## src/rtl/icache_tag_lookup_nway.sv

```systemverilog
// icache_tag_lookup_nway
//   N-way set-associative instruction-cache tag lookup. One single-port tag
//   RAM holds every way of a set in a single word ({valid, tag} per way, way0
//   in the LSBs). After reset the whole RAM is swept to zero, then requests
//   are accepted. Each request takes a one-cycle read followed by an S1
//   compare stage. S1 reports hit/victim way plus an MSHR conflict flag, and
//   may schedule one write-back of the modified set through a one-entry write
//   buffer. Victims are chosen by a per-set tree-PLRU.
//
// Ports
//   clk, rst_n                         clock, async active-low reset
//   req_vld/req_rdy/req_op/req_index/req_tag/req_txnid   lookup request
//   stall                              downstream back-pressure (blocks accept)
//   ram_en/ram_wr_en/ram_addr/ram_din/ram_dout           tag RAM port
//   rsp_vld/rsp_hit/rsp_way/rsp_conflict/rsp_txnid       S1 result
//   mshr_vld/mshr_index/mshr_way       live MSHR targets (flat vectors)
//   mshr_rel_vld/mshr_rel_idx          entry releasing this cycle
//   init_done                          invalidate sweep finished
//
// FSM states
//   state   | meaning
//   ST_INIT | writing zeros to tag RAM set cnt_q, no requests accepted
//   ST_RUN  | normal lookup operation
module icache_tag_lookup_nway #(
  parameter int WAYS     = 4,
  parameter int SETS     = 64,
  parameter int TAG_W    = 20,
  parameter int MSHR_NUM = 8,
  parameter int TXN_W    = 4,
  localparam int IDX_W   = $clog2(SETS),
  localparam int WAY_W   = $clog2(WAYS),
  localparam int ENT_W   = TAG_W + 1,
  localparam int MID_W   = $clog2(MSHR_NUM)
) (
  input  logic                     clk,
  input  logic                     rst_n,
  input  logic                     req_vld,
  output logic                     req_rdy,
  input  logic [1:0]               req_op,
  input  logic [IDX_W-1:0]         req_index,
  input  logic [TAG_W-1:0]         req_tag,
  input  logic [TXN_W-1:0]         req_txnid,
  input  logic                     stall,
  output logic                     ram_en,
  output logic                     ram_wr_en,
  output logic [IDX_W-1:0]         ram_addr,
  output logic [WAYS*ENT_W-1:0]    ram_din,
  input  logic [WAYS*ENT_W-1:0]    ram_dout,
  output logic                     rsp_vld,
  output logic                     rsp_hit,
  output logic [WAY_W-1:0]         rsp_way,
  output logic                     rsp_conflict,
  output logic [TXN_W-1:0]         rsp_txnid,
  input  logic [MSHR_NUM-1:0]      mshr_vld,
  input  logic [MSHR_NUM*IDX_W-1:0] mshr_index,
  input  logic [MSHR_NUM*WAY_W-1:0] mshr_way,
  input  logic                     mshr_rel_vld,
  input  logic [MID_W-1:0]         mshr_rel_idx,
  output logic                     init_done
);

  localparam logic [0:0] ST_INIT = 1'b0;
  localparam logic [0:0] ST_RUN  = 1'b1;

  logic [0:0]            state_q;
  logic [IDX_W-1:0]      cnt_q;
  logic                  init_done_q;

  logic [WAYS-2:0]       plru_q [SETS];

  logic                  s1_vld_q;
  logic [1:0]            s1_op_q;
  logic [IDX_W-1:0]      s1_index_q;
  logic [TAG_W-1:0]      s1_tag_q;
  logic [TXN_W-1:0]      s1_txnid_q;

  logic                  wbuf_vld_q;
  logic [IDX_W-1:0]      wbuf_index_q;
  logic [WAYS*ENT_W-1:0] wbuf_data_q;

  logic                  fire;
  logic                  init_wr;
  logic [WAYS*ENT_W-1:0] set_data;
  logic                  hit_any;
  logic [WAY_W-1:0]      hit_way;
  logic                  inv_any;
  logic [WAY_W-1:0]      inv_way;
  logic [WAY_W-1:0]      sel_way;
  logic                  op_alloc;
  logic                  op_inval;
  logic                  plru_upd;
  logic                  wbuf_load;
  logic [WAYS*ENT_W-1:0] wbuf_next;
  logic                  conflict;

  // Heap-ordered tree: node n (1-based) lives in bit n-1, children 2n / 2n+1.
  // A 0 bit steers the victim search to the left child.
  function automatic logic [WAY_W-1:0] plru_victim(input logic [WAYS-2:0] bits);
    int node;
    node = 1;
    for (int lvl = 0; lvl < WAY_W; lvl++)
      node = 2 * node + int'(bits[node-1]);
    return WAY_W'(node - WAYS);
  endfunction

  function automatic logic [WAYS-2:0] plru_touch(input logic [WAYS-2:0] bits,
                                                 input logic [WAY_W-1:0] way);
    logic [WAYS-2:0] b;
    int              node;
    logic            d;
    b    = bits;
    node = 1;
    for (int lvl = 0; lvl < WAY_W; lvl++) begin
      d          = way[WAY_W-1-lvl];
      b[node-1]  = ~d;
      node       = 2 * node + int'(d);
    end
    return b;
  endfunction

  // Reset gating keeps the RAM port quiet while rst_n is held low even
  // though the FSM already sits in ST_INIT.
  assign init_wr = rst_n & (state_q == ST_INIT);
  assign req_rdy = (state_q == ST_RUN) & ~stall & ~wbuf_vld_q;
  assign fire    = req_vld & req_rdy;

  assign ram_en    = init_wr | wbuf_vld_q | fire;
  assign ram_wr_en = init_wr | wbuf_vld_q;
  assign ram_addr  = init_wr    ? cnt_q :
                     wbuf_vld_q ? wbuf_index_q : req_index;
  assign ram_din   = wbuf_vld_q ? wbuf_data_q : '0;

  always_comb begin
    logic [ENT_W-1:0] ent;
    ent      = '0;
    // A request accepted in the cycle its predecessor filled the write
    // buffer read the RAM before that write landed; use the buffer instead.
    set_data = (wbuf_vld_q && (wbuf_index_q == s1_index_q)) ? wbuf_data_q : ram_dout;
    hit_any  = 1'b0;
    hit_way  = '0;
    inv_any  = 1'b0;
    inv_way  = '0;
    // Walk high to low so the lowest matching way is the one kept.
    for (int w = WAYS - 1; w >= 0; w--) begin
      ent = set_data[w*ENT_W +: ENT_W];
      if (ent[TAG_W] && (ent[TAG_W-1:0] == s1_tag_q)) begin
        hit_any = 1'b1;
        hit_way = WAY_W'(w);
      end
      if (!ent[TAG_W]) begin
        inv_any = 1'b1;
        inv_way = WAY_W'(w);
      end
    end

    sel_way = hit_any ? hit_way :
              inv_any ? inv_way : plru_victim(plru_q[s1_index_q]);

    // Reserved op 3 decodes as neither, i.e. a plain lookup.
    op_alloc  = (s1_op_q == 2'd1);
    op_inval  = (s1_op_q == 2'd2);
    plru_upd  = s1_vld_q & ((hit_any & ~op_inval) | (~hit_any & op_alloc));
    wbuf_load = s1_vld_q & ((hit_any & op_inval) | (~hit_any & op_alloc));

    // Allocate writes {1,tag}; invalidate rewrites the hit way (tag equal to
    // the request tag) with valid cleared.
    wbuf_next = set_data;
    for (int w = 0; w < WAYS; w++)
      if (WAY_W'(w) == sel_way)
        wbuf_next[w*ENT_W +: ENT_W] = {op_alloc, s1_tag_q};

    conflict = 1'b0;
    for (int i = 0; i < MSHR_NUM; i++)
      if (mshr_vld[i] &&
          (mshr_index[i*IDX_W +: IDX_W] == s1_index_q) &&
          (mshr_way[i*WAY_W +: WAY_W] == sel_way) &&
          !(mshr_rel_vld && (mshr_rel_idx == MID_W'(i))))
        conflict = 1'b1;
  end

  assign rsp_vld      = s1_vld_q;
  assign rsp_hit      = s1_vld_q & hit_any;
  assign rsp_way      = s1_vld_q ? sel_way : '0;
  assign rsp_conflict = s1_vld_q & conflict;
  assign rsp_txnid    = s1_txnid_q;
  assign init_done    = init_done_q;

  always_ff @(posedge clk or negedge rst_n) begin
    if (!rst_n) begin
      state_q     <= ST_INIT;
      cnt_q       <= '0;
      init_done_q <= 1'b0;
    end else if (state_q == ST_INIT) begin
      cnt_q <= cnt_q + 1'b1;
      if (cnt_q == IDX_W'(SETS - 1)) begin
        state_q     <= ST_RUN;
        init_done_q <= 1'b1;
      end
    end
  end

  always_ff @(posedge clk or negedge rst_n) begin
    if (!rst_n) begin
      for (int s = 0; s < SETS; s++) plru_q[s] <= '0;
    end else if (plru_upd) begin
      plru_q[s1_index_q] <= plru_touch(plru_q[s1_index_q], sel_way);
    end
  end

  always_ff @(posedge clk or negedge rst_n) begin
    if (!rst_n) begin
      s1_vld_q   <= 1'b0;
      s1_op_q    <= 2'd0;
      s1_index_q <= '0;
      s1_tag_q   <= '0;
      s1_txnid_q <= '0;
    end else begin
      s1_vld_q <= fire;
      if (fire) begin
        s1_op_q    <= req_op;
        s1_index_q <= req_index;
        s1_tag_q   <= req_tag;
        s1_txnid_q <= req_txnid;
      end
    end
  end

  always_ff @(posedge clk or negedge rst_n) begin
    if (!rst_n) begin
      wbuf_vld_q   <= 1'b0;
      wbuf_index_q <= '0;
      wbuf_data_q  <= '0;
    end else begin
      wbuf_vld_q <= wbuf_load;
      if (wbuf_load) begin
        wbuf_index_q <= s1_index_q;
        wbuf_data_q  <= wbuf_next;
      end
    end
  end

endmodule
```

## config.mk

```make
export PLATFORM = sky130hd
export DESIGN_NAME = icache_tag_lookup_nway
export DESIGN_NICKNAME = d
export VERILOG_FILES = /design/src/rtl/icache_tag_lookup_nway.sv
export SDC_FILE = /design/constraint.sdc
export NUM_CORES = 1
export LEC_CHECK = 0
export ABC_AREA = 0
export CAP_MARGIN = 20
export CORE_MARGIN = 2
export CORE_UTILIZATION = 40
export DETAILED_ROUTE_END_ITERATION = 7
export PLACE_DENSITY = 0.59
export SLEW_MARGIN = 10
export SYNTH_ARGS = -nofsm -noshare
export SYNTH_HDL_FRONTEND = slang
export SYNTH_SLANG_ARGS = --single-unit
export TNS_END_PERCENT = 1
```

## constraint.sdc

```tcl
create_clock -name clk -period 9.4 [get_ports clk]
set_input_delay 0.94 -clock clk [delete_from_list [all_inputs] [get_ports clk]]
set_output_delay 0.94 -clock clk [all_outputs]
set_load 0.005 [all_outputs]
```

# Yosys cells after proc, flatten, opt, wreduce, memory -nomap -nowiden
# Cells that the tools add are included.
[word_totals] register_bits=324 in_bits=196 output_inout_bits=103 word_cells=243
[op_classes] addsub=7 order_cmp=5 n_eq_ne=34 muxes=49 bitwise=23 n_reduce_logical=50
[op_table] op="192-bit bitwise mux" n=1
[op_table] op="84-bit two-way mux" n=2
[op_table] op="21-bit two-way mux" n=4
[op_table] op="20-bit equality test" n=4
[op_table] op="6-bit equality test" n=9
[op_table] op="1-bit logical AND" n=39
[op_table] op="2-bit two-way mux" n=11
[op_table] op="1-bit two-way mux" n=21
[op_table] op="3-bit binary-select mux with 6-bit select" n=1
[op_table] op="3-bit demux with 6-bit select" n=1
[op_table] op="2-bit equality test" n=8
[op_table] op="3-bit equality test (second input constant)" n=4
[op_table] op="6-bit two-way mux" n=2
[op_table] op="1-bit bitwise AND" n=11
[op_table] op="3-bit two-way mux" n=3
[op_table] op="1-bit logical NOT" n=8
[op_table] op="4-bit less-than comparator (second input constant)" n=2
[op_table] op="3-bit by 1-bit subtractor with 4-bit output (second input constant)" n=2
[op_table] op="7-bit >= comparator (second input constant)" n=1
[op_table] op="7-bit by 1-bit less-than comparator with 1-bit output (second input constant)" n=1
[op_table] op="1-bit NOT" n=7
[op_table] op="6-bit NOT with 7-bit output" n=1
[op_table] op="2-bit by 1-bit adder with 3-bit output (first input constant)" n=2
[op_table] op="6-bit by 1-bit adder with 6-bit output (second input constant)" n=1
[op_table] op="other kinds (17)" n=22

# Longest topological paths before layout
[logic_depth] depth_word=25 mapped_depth=18 mapped_depth_nobuf=13

# Least setup slack after synthesis
# OpenSTA, ideal clock, no wires.
[synth_path] path_kind="flip-flop to output port" start="reg s1_index_q[1]" end="out rsp_conflict" arrival_time_ps=3594 required_time_ps=8460 slack_ps=4866 path_stages_with_launch=15 n_path_buf=2 path_cell_list="dfrtp_1 -> buf_2 -> xor2_1 -> nor3_2 -> nand2_1 -> mux2i_1 -> or3_1 -> or4_1 -> o21ai_0 -> and2b_1 -> buf_2 -> xnor2_1 -> a32oi_1 -> o311ai_1 -> o311a_1"
[synth_between] elab_chain_cells=25 elab_cells_between_ends=89 cone_classes="add/sub: 4; eq/ne: 21; mux: 33; bitwise: 2; reduce/logical: 29"
[synth_lines] item="start: declaration" line_no="73" text="logic [IDX_W-1:0] s1_index_q;"
[synth_lines] item="start signal: assignment" line_no="221" text="s1_index_q <= req_index;"
[synth_lines] item="6-bit NOT with 7-bit output (implied by the code)" line_no="157" text="inv_any ? inv_way : plru_victim(plru_q[s1_index_q]);"
[synth_lines] item="3-bit binary-select mux with 6-bit select" line_no="157"
[synth_lines] item="3-bit two-way mux (implied by the code) (2 in series)" line_no="157"
[synth_lines] item="2-bit by 1-bit adder with 3-bit output" line_no="102" text="node = 2 * node + int'(bits[node-1]);"
[synth_lines] item="3-bit by 1-bit subtractor with 4-bit output" line_no="102"
[synth_lines] item="1-bit binary-select mux with 2-bit select" line_no="102"
[synth_lines] item="1-bit two-way mux (implied by the code) (2 in series)" line_no="102"
[synth_lines] item="2-bit by 1-bit adder with 2-bit output" line_no="102"
[synth_lines] item="2-bit by 1-bit subtractor with 2-bit output" line_no="103" text="return WAY_W'(node - WAYS);"
[synth_lines] item="2-bit two-way mux" line_no="157"
[synth_lines] item="2-bit two-way mux" line_no="156" text="sel_way = hit_any ? hit_way :"
[synth_lines] item="2-bit equality test" line_no="176" text="(mshr_way[i*WAY_W +: WAY_W] == sel_way) &&"
[synth_lines] item="1-bit logical AND" line_no="175" text="(mshr_index[i*IDX_W +: IDX_W] == s1_index_q) &&"
[synth_lines] item="1-bit logical AND" line_no="176"
[synth_lines] item="1-bit two-way mux (7 in series)" line_no="174" text="if (mshr_vld[i] &&"
[synth_lines] item="1-bit two-way mux (*)" line_no="174"
[synth_lines] item="1-bit bitwise AND (*)" line_no="184" text="assign rsp_conflict = s1_vld_q & conflict;"
[synth_lines] item="end: declaration" line_no="52" text="output logic rsp_conflict,"
# Mark *: on every way between the ends. The rest lies on a longest branch, timed or not. The select of a mux whose other input is x is not followed.

# Final worst setup path
[layout_path] start="reg s1_index_q[2]" end="out rsp_conflict"
# Same word-level chain as after synthesis.

==> reports/qor.txt <==
DR iter-0 viols = 1752
Internal Dissipation = 2.401 mW
final hold viol count = 0
Least-Margin Pin Slew = 1.198 ns
Reg clk slew, reported paths = 0.06 ns
Power Density = 130.3 nW/um^2
initial antenna violation count = 0
most frequent cells in the layout = 320 x dfrtp_1, 297 x clkdlybuf4s50_1, 128 x nand2_1, 116 x mux2_2, 100 x xnor2_1
Initial Util = 40.46%
Avg WL per Cell = 25.38 um
final WL = 71000 um
CTS Hold Bufs = 0
Num CTS Buffers = 39
drt pass-1 iters = 6
Top FF cell, synth = dfrtp_1
worst-skew pair later-pin latency = 0.57 ns
number of max-slew violations in the final report = 0
port bufs = 298
diode count = 0
sequential area share after synthesis = 41.97%
routed via count = 16970
endpoint type of the worst setup path = primary output
CTS tree = built
post-CTS sizing = 0
mapped cell area = 19320 um^2
Leak Pwr = 10.56 nW
Max-Cap Viols = 0
Post-Synthesis Cells = 1919
CP required = 8.46 ns
Psw = 0.7392 mW
Die Y-Extent = 223.8 um
Clock Tree Buf Depth = 3
Comb power frac = 7.6%
GRT Resource Usage Total = 28.11%
H-Tree Depth = 2
number of global-route vias before repair = 17190
Ys Warns = 0
Congestion Overflow GR = 0
number of vias per cell = 6.066
status = complete, no violations
sequential share of power = 44.4%
R2R Path End = plru_q[143]$_DFFE_PN0P_
Post CTS Setup Buffer Count = 0
reg2reg path depth = 13
full die area = 50070 um^2
switch share = 23.54%
Synth top area share = 41.97%
slew margin rel. = 19.83%
CP Max Fanout = 34
number of synthesized flops with an enable pin = 0
Clock Power Share = 48.0%
Hold Path Class = input pin to async pin
fmax = 0.1324 GHz
row cnt = 80
Finished Core Util = 50.48%
first-pass GRT wire length = 107700 um
Reg2Reg Setup Slack = 2.41 ns
fraction of layout cells with a size suffix above 1 = 13.33%
overall power = 3.140 mW
biggest area consumer among synthesized cells = dfrtp_1
Async SR Flop Fraction = 100.0%
DP HPWL = 50700 um
core area = 47750 um^2
largest net degree at the start of global routing = 85
Post-Syn Area per Cell = 10.07 um^2
DP Cell Count = 2727
area delta synth->final = 24.78%
GPL Wtd Cong = 0.9789
die width = 223.8 um
Arr. time, crit path = 6.61 ns
RSZ-0062 raised after global routing = false
fin crit share = 80.32%
Final Non-Filler Cells = 2798
clk sink count = 324
io pins = 299
worst r2r src = s1_index_q[2]$_DFFE_PN0P_
number of synthesized register bits = 324
Final Skew = 0.01678 ns
Max VDD drop = 0.1298 mV
Antenna Nets Post-Route = 0
Root Buffer = clkbuf_16
Synth area leaders = dfrtp_1 42%, mux2_2 6.8%, mux2_1 5.4%
Tmin final = 7.550 ns
Nets = 2351
syn nets = 2116
final setup vio count = 0
crit path kind = register to primary output
Remaining DRCs = 0
startpoint types = register
most common cell after layout, fill and taps aside = dfrtp_1
Synth cell types = 86
setup total negative slack = 0 ns
[routing by layer]
metal,routed length [um],track usage [%]
met1,28960,36.69
met2,33450,45.73
met3,5033,4.971
met4,3561,12.75
met5,0,0
[logic make-up (layout without fill, tap and decap cells)]
family | Yosys count | after routing | synth area share (%)
AOI/OAI and AO/OA | 416 | 416 | 15.85
DFF | 324 | 324 | 41.97
xor gates and xnor gates | 139 | 139 | 6.302
adders and majority gates | 2 | 2 | 0.1166
muxes | 263 | 263 | 15.75
buffers and inverters | 239 | 503 | 4.890
and+or+nand+nor | 536 | 536 | 15.12
[synthesized netlist by cell type, types with 35 or more instances]
cell type and number:
nand3_1 44, mux2i_1 43, a2bb2oi_1 39, xor2_1 39, o21ai_0 71, a21oi_1 38, dfrtp_1 324, xnor2_1 100
mux2_2 116, nand4_1 35, clkbuf_1 98, and2_1 89, o22ai_1 56, nor2_1 52, mux2_1 92, nand2_1 128
inv_1 87
[worst max-delay path: stages, from the launching register on]
cell and delay, ns:
dfrtp_2 0.84, xor2_1 0.23, or3_1 0.40, buf_4 0.25, nor2_4 0.72, nand4_1 0.16
a2111oi_0 0.69, nand4_1 0.40, nand3_1 0.27, nand2b_2 0.49, a221o_1 0.47, a32oi_1 0.17
o311ai_1 0.13, o311a_1 0.35, clkdlybuf4s50_1 0.46
[worst max path at each step]
| stage | from | end | slack, ns |
|---|---|---|---|
| global placement | s1_index_q[2]$_DFFE_PN0P_ | rsp_conflict | 2.69 |
| CTS | s1_index_q[2]$_DFFE_PN0P_ | rsp_conflict | 1.97 |
| finish | s1_index_q[2]$_DFFE_PN0P_ | rsp_conflict | 1.85 |
| floorplan | s1_index_q[1]$_DFFE_PN0P_ | rsp_conflict | 4.87 |
| global route | s1_index_q[2]$_DFFE_PN0P_ | rsp_conflict | 1.49 |
| detailed placement | s1_index_q[2]$_DFFE_PN0P_ | plru_q[98]$_DFFE_PN0P_ | 2.57 |
[final cells by class]
cell class / instances / area, um^2
inverters: 94 / 352.8
flip-flops and latches: 324 / 8115
clock inverters: 10 / 100.1
fillers: 4364 / 23640
clock buffers: 60 / 1176
well taps: 615 / 769.5
multi-input cells: 1356 / 10290
repair buffers: 339 / 3299
[registers in the layout, summed over array words and instances (netlist names)]
name / cells
cnt_q: 6
init_done: 1
plru_q: 192
rsp_txnid: 4
rsp_vld: 1
s1_index_q: 6
s1_op_q: 2
s1_tag_q: 20
state_q: 1
wbuf_data_q: 84
wbuf_index_q: 6
wbuf_vld_q: 1
[power by group through the flow]
| stage | clock network [mW] | registers (mW) | logic (mW) |
|---|---|---|---|
| 2_1_floorplan | 0 | 1.42 | 0.0790 |
| 3_3_place_gp | 0 | 1.42 | 0.236 |
| 3_5_place_dp | 0 | 1.42 | 0.238 |
| 4_1_cts | 1.53 | 1.40 | 0.239 |
| 5_1_grt | 1.60 | 1.39 | 0.259 |
| 6_report | 1.51 | 1.40 | 0.239 |
[metrics by stage]
stage                     worst slack, ns  instance area [um^2]  hold slack, ns
after floorplan                     4.866                 19320          0.4559
after global placement              2.685                 22810          0.4658
after detailed placement            2.568                 22820          0.4730
after CTS                           1.969                 24100          0.3730
after global routing                1.488                 24100          0.3807
final                               1.850                 24100          0.3455
No activity file was read; power rests on OpenSTA's default activity.
